<file path="src/rtl/walking_one_rr_arbiter.sv">
// Round-robin arbiter with a walking-one priority pointer, one-hot grant,
// registered data mux and an optional maximum-hold limit that forces rotation.
module walking_one_rr_arbiter #(
    parameter int NUM_CH     = 4,
    parameter int DATA_WIDTH = 32,
    parameter int MAX_HOLD   = 0
) (
    input  logic                           Clock,
    input  logic                           Reset,
    input  logic                           Enable,
    input  logic [NUM_CH-1:0]              Request,
    input  logic [NUM_CH*DATA_WIDTH-1:0]   DataIn,
    output logic [NUM_CH-1:0]              Grant,
    output logic [$clog2(NUM_CH)-1:0]      GrantIndex,
    output logic                           GrantValid,
    output logic [DATA_WIDTH-1:0]          DataOut,
    output logic                           HoldExpired
);

    localparam int IDX_W = $clog2(NUM_CH);
    localparam int CNT_W = (MAX_HOLD > 1) ? $clog2(MAX_HOLD + 1) : 1;

    typedef enum logic {
        IDLE    = 1'b0,
        GRANTED = 1'b1
    } state_t;

    state_t                  state;
    state_t                  next_state;
    logic [NUM_CH-1:0]       grant;
    logic [NUM_CH-1:0]       next_grant;
    logic [NUM_CH-1:0]       ptr;
    logic [NUM_CH-1:0]       next_ptr;
    logic [NUM_CH-1:0]       rot_ptr;
    logic [CNT_W-1:0]        count;
    logic [CNT_W-1:0]        next_count;
    logic [DATA_WIDTH-1:0]   data;
    logic [DATA_WIDTH-1:0]   next_data;
    logic                    hold_expired;
    logic                    next_expired;
    logic                    cur_req;
    logic                    at_limit;

    // First requester at or above the one-hot start bit, wrapping circularly.
    function automatic logic [NUM_CH-1:0] pick(input logic [NUM_CH-1:0] req,
                                               input logic [NUM_CH-1:0] start);
        logic [NUM_CH-1:0] res;
        logic              found;
        res   = '0;
        found = 1'b0;
        for (int s = 0; s < NUM_CH; s++) begin
            if (start[s]) begin
                for (int k = 0; k < NUM_CH; k++) begin
                    if (!found && req[(s + k) % NUM_CH]) begin
                        res[(s + k) % NUM_CH] = 1'b1;
                        found = 1'b1;
                    end
                end
            end
        end
        return res;
    endfunction

    function automatic logic [IDX_W-1:0] encode(input logic [NUM_CH-1:0] onehot);
        logic [IDX_W-1:0] idx;
        idx = '0;
        for (int i = 0; i < NUM_CH; i++) begin
            if (onehot[i]) idx = idx | IDX_W'(i);
        end
        return idx;
    endfunction

    assign rot_ptr  = {grant[NUM_CH-2:0], grant[NUM_CH-1]};
    assign cur_req  = |(Request & grant);
    assign at_limit = (MAX_HOLD != 0) && (count == CNT_W'(MAX_HOLD));

    always_ff @(posedge Clock) begin
        if (!Reset) begin
            state        <= IDLE;
            grant        <= '0;
            ptr          <= NUM_CH'(1);
            count        <= '0;
            data         <= '0;
            hold_expired <= 1'b0;
        end else if (Enable) begin
            state        <= next_state;
            grant        <= next_grant;
            ptr          <= next_ptr;
            count        <= next_count;
            data         <= next_data;
            hold_expired <= next_expired;
        end else begin
            hold_expired <= 1'b0;
        end
    end

    // Release and expiry both hand over in the same cycle using the rotated pointer.
    always_comb begin
        next_state   = state;
        next_grant   = grant;
        next_ptr     = ptr;
        next_count   = count;
        next_expired = 1'b0;
        case (state)
            IDLE: begin
                next_count = '0;
                if (|Request) begin
                    next_grant = pick(Request, ptr);
                    next_state = GRANTED;
                    next_count = CNT_W'(1);
                end
            end
            GRANTED: begin
                if (cur_req && !at_limit) begin
                    if (count != {CNT_W{1'b1}}) next_count = count + 1'b1;
                end else begin
                    next_ptr     = rot_ptr;
                    next_expired = cur_req;
                    next_grant   = pick(Request, rot_ptr);
                    if (|Request) begin
                        next_state = GRANTED;
                        next_count = CNT_W'(1);
                    end else begin
                        next_state = IDLE;
                        next_count = '0;
                    end
                end
            end
            default: begin
                next_state = IDLE;
                next_grant = '0;
            end
        endcase
    end

    always_comb begin
        next_data = '0;
        for (int i = 0; i < NUM_CH; i++) begin
            if (next_grant[i]) next_data = DataIn[i*DATA_WIDTH +: DATA_WIDTH];
        end
        GrantValid  = (state == GRANTED);
        GrantIndex  = encode(grant);
        Grant       = grant;
        DataOut     = data;
        HoldExpired = hold_expired;
    end

endmodule

</file>
<file path="config.mk">
export PLATFORM = sky130hd
export DESIGN_NAME = walking_one_rr_arbiter
export DESIGN_NICKNAME = d
export VERILOG_FILES = /design/src/rtl/walking_one_rr_arbiter.sv
export SDC_FILE = /design/constraint.sdc
export NUM_CORES = 1
export LEC_CHECK = 0
export CAP_MARGIN = 10
export CORE_MARGIN = 4
export CORE_UTILIZATION = 25
export CTS_CLUSTER_SIZE = 24
export DETAILED_ROUTE_END_ITERATION = 7
export PLACE_DENSITY = 0.6
export SYNTH_ARGS = -nofsm -noshare
export SYNTH_HDL_FRONTEND = slang
export SYNTH_SLANG_ARGS = --single-unit
</file>
<file path="constraint.sdc">
create_clock -name Clock -period 8.45 [get_ports Clock]
set_clock_uncertainty 0.15 [all_clocks]
set_input_delay 0.845 -clock Clock [delete_from_list [all_inputs] [get_ports Clock]]
set_output_delay 0.845 -clock Clock [all_outputs]
set_load 0.01 [all_outputs]
</file>
* Word-level counts from Yosys, hierarchy flattened
Index checks and enable logic that the tools add are counted.
** Storage, ports and cells
- Bits in registers :: 41
- Logic and storage cells :: 240
- Bits of input ports :: 135
** Cells by class
- Muxes and demuxes :: 170
- Reduce and logical (&&, ||, !) cells :: 63
- Bitwise operators :: 3
** Operators with widths (number)
- two-way mux 1 bit :: 152
- two-way mux 32 bit :: 4
- two-way mux 4 bit :: 10
- logical AND 1 bit :: 30
- logical NOT 1 bit :: 30
- one-hot mux 4 bit (2 select lines) :: 1
- OR reduction 4 bit :: 2
- AND 4 bit :: 1
- two-way mux 2 bit :: 2
- AND reduction 3 bit :: 1
- NOT 1 bit :: 2
- one-hot mux 1 bit (2 select lines) :: 1

* Depth between registers and ports, before layout
Gate-level depths: netlist of the first run.
- Depth in word-level cells :: 98
- Gate-level depth with buffers :: 9

* Least setup slack after synthesis of the first run
Ideal clock, no wire load.
- Path type :: in2reg
- Start :: input port Request[2]
- End :: register data[0], in the netlist DataOut[0]
- Slack :: 5.329 ns
- Stages :: 8
- Path buffers :: 2
- Data arrival time :: 2.852 ns
- Library setup time :: 0.119 ns
- Path through :: a222oi_1 > nand2_1 > or3_1 > a32o_1 > buf_6 > buf_12 > mux2_4 > o221a_1
** Between the ends
- Longest elaborated chain between the ends :: 85
- Elaborated cells on any way between the ends :: 204
** Ends and longest elaborated chain
- start, declared :: line 11 : input logic [NUM_CH-1:0] Request,
- logical AND 1 bit :: line 54 : if (!found && req[(s + k) % NUM_CH]) begin
- two-way mux 1 bit :: line 54
- two-way mux 1 bit :: line 52 : if (start[s]) begin
- two-way mux 1 bit, on equally long branches :: line 114, 107
- two-way mux 1 bit :: line 104 : case (state)
- logical NOT 1 bit :: line 54
- logical AND 1 bit :: line 54
- two-way mux 1 bit :: line 54
- (+69 left out)
- logical NOT 1 bit :: line 54
- logical AND 1 bit :: line 54
- two-way mux 1 bit :: line 54
- two-way mux 4 bit :: line 52
- two-way mux 4 bit, on equally long branches :: line 114, 107
- one-hot mux 4 bit (2 select lines) (*) :: line 104
- two-way mux 32 bit :: line 139 : if (next_grant[i]) next_data = DataIn[i*DATA_WIDTH +: DATA_WIDTH];
- two-way mux 32 bit (*) :: line 139
- end signal, assigned :: line 90 : data <= next_data;
- end, declared :: line 37 : logic [DATA_WIDTH-1:0] data;
Every way passes the cells marked *; elsewhere a longest branch is shown, timed or not. The select of a mux whose other input is x is not followed.
A chain may end at the register's enable or synchronous reset.

* Final worst setup path of the first run
- Start :: input port Request[2]
- End :: register data[25], in the netlist DataOut[25]
The elaborated chain is that of the path after synthesis.

==> flow_summary.ini, run 1 <==
[outcome]
status = finished clean

[cts]
worstSkewPairLatency_ns = 0.28
clkTransAtPathRegs_ns = 0.06
hold_buffers = 0
cts_max_level = 2
cts_made_buffers = 5
cts_sinks = 41
clockBufferDepth = 2
cts-root-buf = clkbuf_16
post_cts_buffers = 0
tritoncts = yes
postCtsResizedCells = 0

[worst_setup_path]
critical_path_required_ns = 8.47
crit_type = input port to register
path_cells = clkdlybuf4s50_1 -> a222oi_1 -> nand2_1 -> or3_1 -> a32o_2 -> buf_4 -> mux2_2 -> o221a_2
critPathArrivalTime_ns = 4.10
slowest_stage = a222oi_1
crit_path_max_fanout = 17
critPathCaptureType = register
start_kind = input port
critPathMaxStageDelay_ns = 0.68

[global_route]
grt_pass1_vias = 3518
grt-ovfl-total = 0
antenna_found_initial = 0
grt_usage_pct = 16.0
grt_pass1_wl_mm = 18.8
grt_max_degree = 48

[power_and_ir_drop]
pwr-share-seq_pct = 33.3
ir_drop_mv = 0.0655
p_sw_uw = 196
p_int_uw = 491
p_per_area_mw_per_mm2 = 137
swShare_pct = 28.5
p_comb_share_pct = 39.1
clkPwrFrac_pct = 27.5
p_leak_nw = 1.82

[synth]
yosysUniqueCellTypes = 54
yosysWarnings = 0
syn-cell-area_mm2 = 0.00317
synth-edff-count = 0
syn_nets = 436
syn_area_per_cell_um2 = 10.5
yosysSeqAreaShare_pct = 25.9
ys_ff_latch = 41
async_flop_share_pct = 0
synth-main-ff-cell = dfxtp_1
postSynthCellCount = 301

[timing]
fmax_ghz = 0.245
slew_headroom_pct = 34.6
setup_viol = 0
worst_slew_pin_slew_ns = 0.978
setup_tns_ns = 0
period_minus_slack_ns = 4.08
post-route-period-util_pct = 48.3
rsz0062_at_grt = no
hold_viol = 0
drv_slew = 0
whs_ns = 0.367

[floorplan]
die_y_um = 121
rows = 40
pin_count = 175
die_x_um = 121
core_region_area_mm2 = 0.0122
initial_utilization_pct = 25.9
dieArea_mm2 = 0.0145

[final_layout]
final_cell_count_no_fill = 616
multi_input_area_mm2 = 0.00204
n_antenna_cell = 0
drive_above_1_share_pct = 20.3
final_cell_mix = clkdlybuf4s50_1 (172), dfxtp_1 (41), o221a_2 (35)
num-fill-cells = 1261
synthToLayoutAreaGrowth_pct = 58.2
seq_area_um2 = 821
nNetsFinal = 582
final_common_cell = clkdlybuf4s50_1

[routing]
avgViaCountPerCell = 5.32
first_pass_iters = 4
wl_per_cell_um = 19.6
vias = 3280
drtIter0Drc = 153
final_antenna_net_count = 0
wirelength_mm = 12.1
route.detailed.drc = 0

[flow_run]
drv_cap = 0

[placement]
dpl.cell_count = 607
gp_congestion = 0.824
port_buffers = 173
place_hpwl_mm = 8.56

[worst_hold_path]
min_path_type = register to register
-- critical path, delay by kind of cell --
kind | cells | cell delay (ns)
multiplexers | 1 | 0.30
AND/OR/NAND/NOR | 2 | 0.53
buffers and inverters | 2 | 0.98
AO/OA/AOI/OAI | 3 | 1.41
-- registers in the layout (all words and copies together) (netlist names) --
signal,cells
DataOut,32
Grant,4
GrantValid,1
ptr,4
-- cell families (layout without fill, tap and decap cells) --
logic type	Yosys count	after routing	synth area share, %
compound gates	130	130	39.7
buf+inv	46	193	10.3
flops	41	41	25.9
mux	34	34	15.4
other cells	1	1	0.118
simple gates	49	49	8.57
-- worst paths after layout --
check	slack [ns]	cells past startpoint	startpoint	end
worst min register to register	0.37	2	ptr[1]	ptr[1]
worst max-delay path	4.37	8	Request[2]	DataOut[25]
worst max register to register	5.16	7	Grant[1]	DataOut[25]
worst min-delay path	0.37	2	ptr[1]	ptr[1]
-- Yosys cell counts, types with 3 or more instances --
| library cell | count | area, um^2 |
|---|---|---|
| inv_1 | 4 | 15.0 |
| mux2_4 | 29 | 435 |
| nand2b_1 | 3 | 18.8 |
| buf_2 | 8 | 40.0 |
| a21boi_0 | 4 | 30.0 |
| or2_2 | 3 | 18.8 |
| buf_6 | 4 | 45.0 |
| o21ai_0 | 3 | 15.0 |
| o221a_2 | 35 | 394 |
| o221a_1 | 29 | 327 |
| buf_4 | 5 | 37.5 |
| mux2_2 | 3 | 33.8 |
| buf_12 | 3 | 60.1 |
| dlygate4sd1_1 | 4 | 35.0 |
| o31a_1 | 32 | 280 |
| dlygate4sd3_1 | 4 | 40.0 |
| nor2_1 | 6 | 22.5 |
| a21oi_1 | 4 | 20.0 |
| nand2_1 | 9 | 33.8 |
| dfxtp_1 | 41 | 821 |
| a211oi_1 | 4 | 30.0 |
| nand3_1 | 8 | 40.0 |
| clkbuf_1 | 13 | 48.8 |
-- layout make-up --
type | instances | share of cell area (%)
clock buffers | 8 | 2.72
repair buffers | 181 | 35.7
flip-flops and latches | 41 | 16.4
inverters | 4 | 0.300
well taps | 168 | 4.19
multi-input cells | 214 | 40.7
-- through the flow --
step | util [%] | total power, mW | setup WS, ns | instance area [um^2]
6_report | 41.0 | 0.687 | 4.37 | 5010
3_3_place_gp | 39.8 | 0.500 | 4.13 | 4860
3_5_place_dp | 39.8 | 0.502 | 4.11 | 4860
2_1_floorplan | - | 0.383 | 5.33 | 3170
5_1_grt | 41.0 | 0.722 | 4.16 | 5010
4_1_cts | 40.9 | 0.698 | 4.39 | 5000
-- routing by layer --
layer  vias up  wire, um  GRT usage, %
li1       1536         -             -
met1      1551      5250          19.9
met2       173      5790          27.6
met3        20       818          3.84
met4         0       218          4.39
met5         -         0             0
-- power groups by stage --
stage / clock network [mW] / registers, mW / logic (mW)
after global routing: 0.202 / 0.232 / 0.288
after detailed placement: 0 / 0.233 / 0.269
after floorplan: 0 / 0.236 / 0.147
final: 0.189 / 0.229 / 0.269
after global placement: 0 / 0.233 / 0.267
after CTS: 0.198 / 0.229 / 0.271
(Power assumes the default switching activity.)
==> run 2, diff against run 1 <==
==> constraint.sdc (replaced) <==
create_clock -name Clock -period 4.2 [get_ports Clock]
set_clock_uncertainty 0.15 [all_clocks]
set_input_delay 0.42 -clock Clock [delete_from_list [all_inputs] [get_ports Clock]]
set_output_delay 0.42 -clock Clock [all_outputs]
set_load 0.01 [all_outputs]
==> flow_summary.ini, run 2 (synthesis results as in run 1) <==
[floorplan]
core_region_area_mm2 = 0.0122
initial_utilization_pct = 25.9
dieArea_mm2 = 0.0145
rows = 40
die_y_um = 121
die_x_um = 121
pin_count = 175

[timing]
rsz0062_at_grt = no
fmax_ghz = 0.300
drv_slew = 0
slew_headroom_pct = 24.2
post-route-period-util_pct = 79.5
worst_slew_pin_slew_ns = 1.13
setup_tns_ns = 0
hold_viol = 0
setup_viol = 0
period_minus_slack_ns = 3.34

[global_route]
grt_pass1_wl_mm = 19.6
grt_usage_pct = 16.6
antenna_found_initial = 0
grt_max_degree = 48
grt-ovfl-total = 0
grt_pass1_vias = 3617

[cts]
postCtsResizedCells = 0
hold_buffers = 0
cts_made_buffers = 5
clkTransAtPathRegs_ns = 0.06
tritoncts = yes
worstSkewPairLatency_ns = 0.28
cts_max_level = 2
clockBufferDepth = 2
post_cts_buffers = 0
cts-root-buf = clkbuf_16
cts_sinks = 41

[placement]
dpl.cell_count = 621
dpl-instance-area_mm2 = 0.00498
gp_congestion = 0.901
place_hpwl_mm = 8.93
port_buffers = 173

[worst_setup_path]
reg2reg_to = DataOut[6]
critical_path_required_ns = 4.28
crit_type = input port to register
reg2reg_from = Grant[3]
path_cells = clkdlybuf4s50_1 -> nor4_1 -> nor2_1 -> nor3b_2 -> buf_4 -> o31a_1 -> mux2_4 -> o221a_1
critPathArrivalTime_ns = 3.41
path_buf_inv = 2
ff2ff_setup_slack_ns = 1.05
slowest_stage = nor3b_2
crit_cells = 8
start_kind = input port
critPathMaxStageDelay_ns = 0.92
endpoint = DataOut[6]
critPathCaptureType = register
rr_worst_depth = 7
crit_start = Request[3]
critPathTopFamily = simple AND/OR/NAND/NOR gates
crit_path_max_fanout = 19

[routing]
wirelength_mm = 12.6
drtIter0Drc = 204
vias = 3331
wl_per_cell_um = 20.1
final_antenna_net_count = 0
route.detailed.drc = 0
first_pass_iters = 4
avgViaCountPerCell = 5.30

[worst_hold_path]
min_path_type = register to register

[final_layout]
drive_above_1_share_pct = 23.2
nNetsFinal = 595
final_cell_mix = clkdlybuf4s50_1 (172), dfxtp_1 (41), o221a_2 (35)
largest_reg_flops = 32
seq_area_um2 = 821
multi_input_area_mm2 = 0.00204
num-fill-cells = 1244
design_area_mm2 = 0.00517
n_antenna_cell = 0
final_cell_count_no_fill = 629
synthToLayoutAreaGrowth_pct = 63.2
final_common_cell = clkdlybuf4s50_1

[power_and_ir_drop]
total_power_mw = 1.53
p_per_area_mw_per_mm2 = 296
p_leak_nw = 1.91
ir_drop_mv = 0.152

[outcome]
status = finished clean

[flow_run]
drv_cap = 0
## run 2: report_power, final
group	internal, mW	switching, mW	total [mW]
Sequential	0.429	0.0286	0.458
Combinational	0.348	0.216	0.564
Clock	0.340	0.170	0.510
## run 2: worst min path at each step
stage	start	to	slack, ns	cells past startpoint
finish	ptr[1]	ptr[1]	0.34	2
global route	ptr[3]	ptr[3]	0.40	2
CTS	ptr[1]	ptr[1]	0.35	2
detailed placement	ptr[1]	ptr[1]	0.34	2
global placement	ptr[3]	ptr[3]	0.32	2
floorplan	ptr[3]	ptr[3]	0.31	2
## run 2: metrics by stage
stage	util [%]	hold slack [ns]	setup slack (ns)
2_1_floorplan	-	0.307	1.47
3_3_place_gp	40.8	0.318	0.653
3_5_place_dp	40.8	0.341	0.634
4_1_cts	42.3	0.346	0.913
5_1_grt	42.3	0.398	0.706
6_report	42.3	0.344	0.862
## run 2: tightest hold or removal path, stage by stage (launching register included)
cell	delay, ns
dfxtp_1	0.33
nand2_1	0.05
a21boi_0	0.06
## run 2: cell type report
cell class / instances / share of cell area, %
Clock buffer: 5 / 2.42
Clock inverter: 3 / 1.26
Inverter: 4 / 0.290
Multi-Input combinational cell: 214 / 39.4
Sequential cell: 41 / 15.9
Tap cell: 168 / 4.06
Timing Repair Buffer: 194 / 36.7
## run 2: layer usage
| metal | part of all wire, % | track usage, % | wire length [um] | up-vias |
|---|---|---|---|---|
| met1 | 43 | 21.1 | 5420 | 1603 |
| met2 | 49 | 28.9 | 6160 | 155 |
| met3 | 7.9 | 4.26 | 996 | 9 |
| li1 | - | - | - | 1564 |
| met4 | 0.59 | 2.62 | 74 | 0 |
| met5 | 0 | 0 | 0 | - |
